$ cat config.mk
export PLATFORM = sky130hd
export DESIGN_NAME = wb_stage
export DESIGN_NICKNAME = d
export VERILOG_FILES = /design/src/rtl/wb_stage.sv
export SDC_FILE = /design/constraint.sdc
export NUM_CORES = 1
export LEC_CHECK = 0
export ABC_CLOCK_PERIOD_IN_PS = 3000
export BUFFER_PORTS_ARGS = -buffer_cell sky130_fd_sc_hd__clkbuf_2
export CAP_MARGIN = 5
export CELL_PAD_IN_SITES_DETAIL_PLACEMENT = 0
export CELL_PAD_IN_SITES_GLOBAL_PLACEMENT = 1
export CORE_ASPECT_RATIO = 0.9
export CORE_MARGIN = 2
export CORE_UTILIZATION = 42
export CTS_BUF_LIST = sky130_fd_sc_hd__clkbuf_16
export DETAILED_ROUTE_END_ITERATION = 16
export PLACE_DENSITY = 0.8
export SETUP_SLACK_MARGIN = 0.3
export SKIP_CTS_REPAIR_TIMING = 1
export SLEW_MARGIN = 20
export SYNTH_ARGS = -nofsm -noshare
export SYNTH_HDL_FRONTEND = slang
export SYNTH_SLANG_ARGS = --single-unit
export TNS_END_PERCENT = 5
$ cat constraint.sdc
create_clock -name clk -period 3 [get_ports clk]
set_clock_uncertainty 0.1 [all_clocks]
set_input_delay 0.3 -clock clk [delete_from_list [all_inputs] [get_ports clk]]
set_output_delay 0.3 -clock clk [all_outputs]
set_load 0.02 [all_outputs]
$ cat src/rtl/wb_stage.sv
// Writeback stage: registers execute results, forms the writeback value (ALU/load/PC+4/CSR),
// drives the register-file write port and forwarding tap, and counts retired instructions.
module wb_stage #(
  parameter int unsigned XLEN  = 32,
  parameter int unsigned CNT_W = 32
) (
  input  logic             clk,
  input  logic             rst_n,
  input  logic             stall,
  input  logic             flush,
  input  logic             ex_valid,
  input  logic             ex_reg_we,
  input  logic [4:0]       ex_rd,
  input  logic [1:0]       ex_wb_sel,
  input  logic [2:0]       ex_funct3,
  input  logic [XLEN-1:0]  ex_alu_result,
  input  logic [XLEN-1:0]  ex_pc_plus4,
  input  logic [XLEN-1:0]  ex_csr_rdata,
  input  logic [XLEN-1:0]  dmem_rdata,
  output logic             rf_we,
  output logic [4:0]       rf_wa,
  output logic [XLEN-1:0]  rf_wd,
  output logic             fwd_valid,
  output logic [4:0]       fwd_rd,
  output logic [XLEN-1:0]  fwd_data,
  output logic [CNT_W-1:0] instret
);

  typedef enum logic {StLive, StHold} state_e;

  state_e            state_q, state_d;
  logic              hold;
  logic              capture;
  logic              wb_valid, wb_reg_we;
  logic [4:0]        wb_rd;
  logic [1:0]        wb_sel;
  logic [2:0]        wb_funct3;
  logic [XLEN-1:0]   wb_alu_result, wb_pc_plus4, wb_csr_rdata;
  logic [XLEN-1:0]   rdata_q;
  logic [CNT_W-1:0]  instret_q;
  logic [XLEN-1:0]   src, ld;
  logic [1:0]        off;
  logic [7:0]        ld_byte;
  logic [15:0]       ld_half;

  // A flush during a stall is ignored because the whole register simply holds.
  always_ff @(posedge clk or negedge rst_n) begin
    if (!rst_n) begin
      wb_valid      <= 1'b0;
      wb_reg_we     <= 1'b0;
      wb_rd         <= '0;
      wb_sel        <= '0;
      wb_funct3     <= '0;
      wb_alu_result <= '0;
      wb_pc_plus4   <= '0;
      wb_csr_rdata  <= '0;
    end else if (!stall) begin
      wb_valid      <= ex_valid & ~flush;
      wb_reg_we     <= ex_reg_we;
      wb_rd         <= ex_rd;
      wb_sel        <= ex_wb_sel;
      wb_funct3     <= ex_funct3;
      wb_alu_result <= ex_alu_result;
      wb_pc_plus4   <= ex_pc_plus4;
      wb_csr_rdata  <= ex_csr_rdata;
    end
  end

  always_ff @(posedge clk or negedge rst_n) begin
    if (!rst_n) begin
      state_q <= StLive;
    end else begin
      state_q <= state_d;
    end
  end

  // dmem only presents the load data for one cycle, so snapshot it when a stall begins.
  always_comb begin
    state_d = state_q;
    capture = 1'b0;
    case (state_q)
      StLive: begin
        if (stall && wb_valid) begin
          state_d = StHold;
          capture = 1'b1;
        end
      end
      StHold: begin
        if (!stall) state_d = StLive;
      end
      default: state_d = StLive;
    endcase
  end

  assign hold = (state_q == StHold);

  always_ff @(posedge clk or negedge rst_n) begin
    if (!rst_n) begin
      rdata_q <= '0;
    end else if (capture) begin
      rdata_q <= dmem_rdata;
    end
  end

  always_ff @(posedge clk or negedge rst_n) begin
    if (!rst_n) begin
      instret_q <= '0;
    end else if (wb_valid && !stall) begin
      instret_q <= instret_q + CNT_W'(1);
    end
  end

  // Halves ignore off[0]: misaligned halves are not trapped.
  always_comb begin
    src     = hold ? rdata_q : dmem_rdata;
    off     = wb_alu_result[1:0];
    ld_byte = src[{off, 3'b000} +: 8];
    ld_half = off[1] ? src[31:16] : src[15:0];
    case (wb_funct3)
      3'b000:  ld = {{(XLEN-8){ld_byte[7]}}, ld_byte};
      3'b001:  ld = {{(XLEN-16){ld_half[15]}}, ld_half};
      3'b100:  ld = {{(XLEN-8){1'b0}}, ld_byte};
      3'b101:  ld = {{(XLEN-16){1'b0}}, ld_half};
      default: ld = src;
    endcase
  end

  always_comb begin
    case (wb_sel)
      2'b00:   rf_wd = wb_alu_result;
      2'b01:   rf_wd = ld;
      2'b10:   rf_wd = wb_pc_plus4;
      default: rf_wd = wb_csr_rdata;
    endcase
  end

  assign rf_we     = wb_valid & wb_reg_we & (wb_rd != 5'd0);
  assign rf_wa     = wb_rd;
  assign fwd_valid = rf_we;
  assign fwd_rd    = rf_wa;
  assign fwd_data  = rf_wd;
  assign instret   = instret_q;

endmodule

==> flow_results.xml <==
<?xml version="1.0" encoding="UTF-8"?>
<metrics>
  <group name="worst_setup_path">
    <metric name="cp.required" unit="ns">2.60</metric>
    <metric name="timing.critical_path.cells" unit="">mux2_4, mux4_2, buf_6, a221oi_2, o21ai_2, buf_4</metric>
    <metric name="timing.rr.end" unit="">instret[31]</metric>
    <metric name="crit_path_max_fanout" unit="">8</metric>
    <metric name="timing.reg2reg.worst_path_depth" unit="">4</metric>
    <metric name="timing.critical_path.from_type" unit="">flop</metric>
    <metric name="worst_path_largest_cell_delay" unit="ns">0.53</metric>
    <metric name="cp_slowest_cell" unit="">sky130_fd_sc_hd__mux4_2</metric>
    <metric name="start_of_the_worst_register_to_register_path" unit="">instret[3]</metric>
    <metric name="r2r_setup_slack" unit="ns">0.96</metric>
    <metric name="worst-endpoint-arrival" unit="ns">2.64</metric>
    <metric name="critPathCaptureType" unit="">output port</metric>
    <metric name="critical_path_class" unit="">flop to output port</metric>
  </group>
  <group name="timing">
    <metric name="fin_crit" unit="ns">3.04</metric>
    <metric name="setup_viol" unit="">2</metric>
    <metric name="worst_slack" unit="ns">-0.0395</metric>
    <metric name="maxSlewHeadroom" unit="%">44.0</metric>
    <metric name="finalHoldViolations" unit="">2</metric>
    <metric name="fmax" unit="MHz">329</metric>
    <metric name="grt_setup_unrepaired" unit="">yes</metric>
    <metric name="layout_worst_path_cycle_share" unit="%">101</metric>
    <metric name="final.hold.worst_slack" unit="ns">-0.00309</metric>
    <metric name="worstMarginPinSlew" unit="ns">0.839</metric>
    <metric name="total_count_of_max_transition_violations_in_the_final_report" unit="">0</metric>
  </group>
  <group name="global_route">
    <metric name="met2_usage" unit="%">33.9</metric>
    <metric name="grt_first_pass_wirelength" unit="um">38100</metric>
    <metric name="grt_start_max_net_pins" unit="">68</metric>
    <metric name="grt.total_usage" unit="%">21.9</metric>
    <metric name="antenna_found_initial" unit="">1</metric>
    <metric name="globalRoute.busiestLayer" unit="">met2</metric>
    <metric name="grt-ovfl-total" unit="">0</metric>
    <metric name="met1_use_gr" unit="%">30.4</metric>
    <metric name="groute.layer.met3.usage" unit="%">5.48</metric>
    <metric name="grt_pass1_vias" unit="">6612</metric>
  </group>
  <group name="cells_and_area">
    <metric name="layout.cell_area.non_filler" unit="um^2">11900</metric>
    <metric name="mostFrequentLayoutCells" unit="">sky130_fd_sc_hd__clkbuf_2, sky130_fd_sc_hd__dfrtp_1, sky130_fd_sc_hd__mux2_2, sky130_fd_sc_hd__dlygate4sd3_1, sky130_fd_sc_hd__nand2_1</metric>
    <metric name="fin_nets" unit="">1148</metric>
    <metric name="final_cells" unit="">1303</metric>
    <metric name="layout_commonest_cell" unit="">sky130_fd_sc_hd__clkbuf_2</metric>
    <metric name="share_of_cells_above_drive_strength_1" unit="%">51.4</metric>
    <metric name="syn2layout_area_growth" unit="%">31.1</metric>
    <metric name="n_fill_cell" unit="">1796</metric>
  </group>
  <group name="flow_run">
    <metric name="max_cap_violations" unit="">0</metric>
  </group>
  <group name="logic_synthesis">
    <metric name="ys_seq_area_share" unit="%">47.8</metric>
    <metric name="synth_cell_type_count" unit="">52</metric>
    <metric name="async_flop_share" unit="%">100</metric>
    <metric name="synthSimpleGateAreaFrac" unit="%">6.81</metric>
    <metric name="synth_edf_count" unit="">0</metric>
    <metric name="post_synth_mux_area_share" unit="%">27.2</metric>
    <metric name="synth_compound_area_share" unit="%">9.33</metric>
    <metric name="mappedNetlistArea" unit="um^2">9060</metric>
    <metric name="postSynthNetCount" unit="">877</metric>
    <metric name="synth_xor_xnor_area_share" unit="%">3.00</metric>
    <metric name="synthFlopType" unit="">sky130_fd_sc_hd__dfrtp_1</metric>
    <metric name="synthCells" unit="">732</metric>
    <metric name="synth_top_family_by_area" unit="">multiplexers</metric>
    <metric name="post_synth_fa_ha_maj_area_fraction" unit="%">0.138</metric>
    <metric name="synth.yosys.warnings" unit="">0</metric>
    <metric name="post_synth.cell_area_avg" unit="um^2">12.4</metric>
    <metric name="synth.ff_latch_count" unit="">173</metric>
  </group>
  <group name="floorplanning">
    <metric name="die_height" unit="um">143</metric>
    <metric name="placement_rows" unit="">50</metric>
    <metric name="floorplan.io_pins" unit="">252</metric>
    <metric name="start_util" unit="%">43.2</metric>
    <metric name="fp.dieArea" unit="um^2">22800</metric>
    <metric name="floorplan_core_area" unit="um^2">21000</metric>
    <metric name="die-width" unit="um">159</metric>
  </group>
  <group name="hold_path">
    <metric name="number_of_cells_on_the_worst_hold_path" unit="">2</metric>
    <metric name="hold_path_class" unit="">input port to flop</metric>
    <metric name="worstHoldEndpoint" unit="">fwd_rd[1]</metric>
    <metric name="min-delay-start" unit="">ex_rd[1]</metric>
  </group>
  <group name="clock_tree">
    <metric name="tritoncts" unit="">yes</metric>
    <metric name="clk_latency_worst_skew_pair" unit="ns">0.44</metric>
    <metric name="clock_sinks" unit="">173</metric>
    <metric name="numCtsBuffers" unit="">17</metric>
    <metric name="clock_root_cell" unit="">sky130_fd_sc_hd__clkbuf_16</metric>
    <metric name="clk_pin_slew" unit="ns">0.07</metric>
    <metric name="ctsLongestPathBuffers" unit="">2</metric>
    <metric name="htree_levels" unit="">4</metric>
  </group>
  <group name="power">
    <metric name="power.internal" unit="mW">4.72</metric>
    <metric name="switching_share" unit="%">33.5</metric>
    <metric name="finalPower" unit="mW">7.09</metric>
    <metric name="power_leakage" unit="nW">5.43</metric>
    <metric name="p_seq_share" unit="%">40.3</metric>
    <metric name="combPwrFrac" unit="%">27.2</metric>
    <metric name="power.ir.vdd_worst" unit="uV">280</metric>
    <metric name="clockPowerShare" unit="%">32.5</metric>
    <metric name="cellPowerDensity" unit="nW/um^2">598</metric>
    <metric name="p_switching" unit="mW">2.38</metric>
  </group>
  <group name="placement">
    <metric name="pre_cts_ws" unit="ns">0.361</metric>
    <metric name="place_congestion" unit="">0.877</metric>
    <metric name="place.detailed.instances" unit="">1210</metric>
    <metric name="placedInstanceArea" unit="um^2">10400</metric>
    <metric name="port_buffers" unit="">251</metric>
    <metric name="dp.final_hpwl" unit="um">18300</metric>
  </group>
  <group name="detailed_routing">
    <metric name="drt_wirelength" unit="um">25200</metric>
    <metric name="vias" unit="">6813</metric>
    <metric name="wire_per_inst" unit="um">19.4</metric>
    <metric name="antenna_violating_nets_post_route" unit="">0</metric>
    <metric name="drc_errors" unit="">0</metric>
    <metric name="detail_route.vias_per_cell" unit="">5.23</metric>
    <metric name="detailedRoute.firstIterationViolations" unit="">318</metric>
    <metric name="drtPass1Iterations" unit="">5</metric>
  </group>
  <group name="status">
    <metric name="violations_in_the_final_reports" unit="">hold timing, setup timing</metric>
    <metric name="status" unit="">complete, but fails checks</metric>
  </group>
</metrics>
worst max-delay path: cells and delay by family (launching register included):
kind / cells / cell delay, ns
multiplexers: 2 / 0.89
flip-flops: 1 / 0.51
AO/OA/AOI/OAI: 2 / 0.44
buffers and inverters: 2 / 0.37
registers in the layout, indices dropped and copies added, names as in the netlist:
name           flops
fwd_rd             5
wb_csr_rdata      32
wb_funct3          3
wb_pc_plus4       32
wb_sel             2
instret           32
wb_alu_result     32
hold               1
wb_valid           1
wb_reg_we          1
rdata_q           32
how the worst max path moves through the flow:
stage / start / end / slack [ns]
finish: hold / fwd_data[13] / -0.04
global route: hold / fwd_data[13] / -0.08
CTS: hold / rf_wd[6] / -0.14
detailed placement: hold / rf_wd[6] / 0.36
global placement: hold / rf_wd[6] / 0.34
floorplan: wb_alu_result[1] / rf_wd[6] / 0.39
stage by stage:
step | util (%) | setup TNS, ns
after floorplan | - | 0
after global placement | 49.6 | 0
after detailed placement | 49.6 | 0
final | 56.7 | -0.0751
after global routing | 56.7 | -1.08
after CTS | 52.6 | -1.55
logic make-up (layout without fill, tap and decap cells):
family	Yosys count	in the layout
and+or+nand+nor	117	117
adders and majority gates	1	1
DFF	173	173
other	0	1
muxes	211	211
AOI/OAI and AO/OA	109	109
buffers and inverters	90	374
xor gates and xnor gates	31	31
power groups by stage:
stage | Combinational, mW | Sequential (mW) | Clock (mW)
final | 1.93 | 2.86 | 2.31
after global routing | 2.06 | 2.90 | 2.46
after CTS | 1.76 | 2.85 | 2.36
after detailed placement | 1.75 | 2.89 | 0
after global placement | 1.73 | 2.88 | 0
after floorplan | 1.25 | 2.85 | 0
synthesized netlist by cell type (all sizes together) (8+ instances only):
library cell / instances / area [um^2]
nand3: 12 / 60.1
nand2: 28 / 105
mux2: 182 / 2060
xor2: 19 / 166
xnor2: 12 / 105
mux4: 9 / 203
nor2b: 9 / 56.3
and2: 8 / 50.1
a21oi: 8 / 40.0
o21ai: 36 / 221
buf: 51 / 368
nor4: 10 / 62.6
clkbuf: 32 / 120
mux2i: 20 / 200
nor2: 16 / 60.1
a221oi: 8 / 120
a22oi: 24 / 180
dfrtp: 173 / 4330
cell type report:
type | count | area [um^2] | area share (%)
Antenna cell | 1 | 2.50 | 0.0211
Sequential cell | 173 | 4340 | 36.5
Inverter | 7 | 26.3 | 0.221
Multi-Input combinational cell | 469 | 4380 | 36.9
Tap cell | 286 | 358 | 3.01
Timing Repair Buffer | 335 | 2140 | 18.1
Clock buffer | 17 | 425 | 3.58
Clock inverter | 15 | 198 | 1.67
metal layers:
metal / routed length, um / vias up / share of wire (%)
met4: 357 / 0 / 1.4
met5: 0 / - / 0
met1: 11600 / 3385 / 46
met3: 1370 / 24 / 5.4
li1: - / 3195 / -
met2: 11900 / 209 / 47
(Power assumes the default switching activity.)
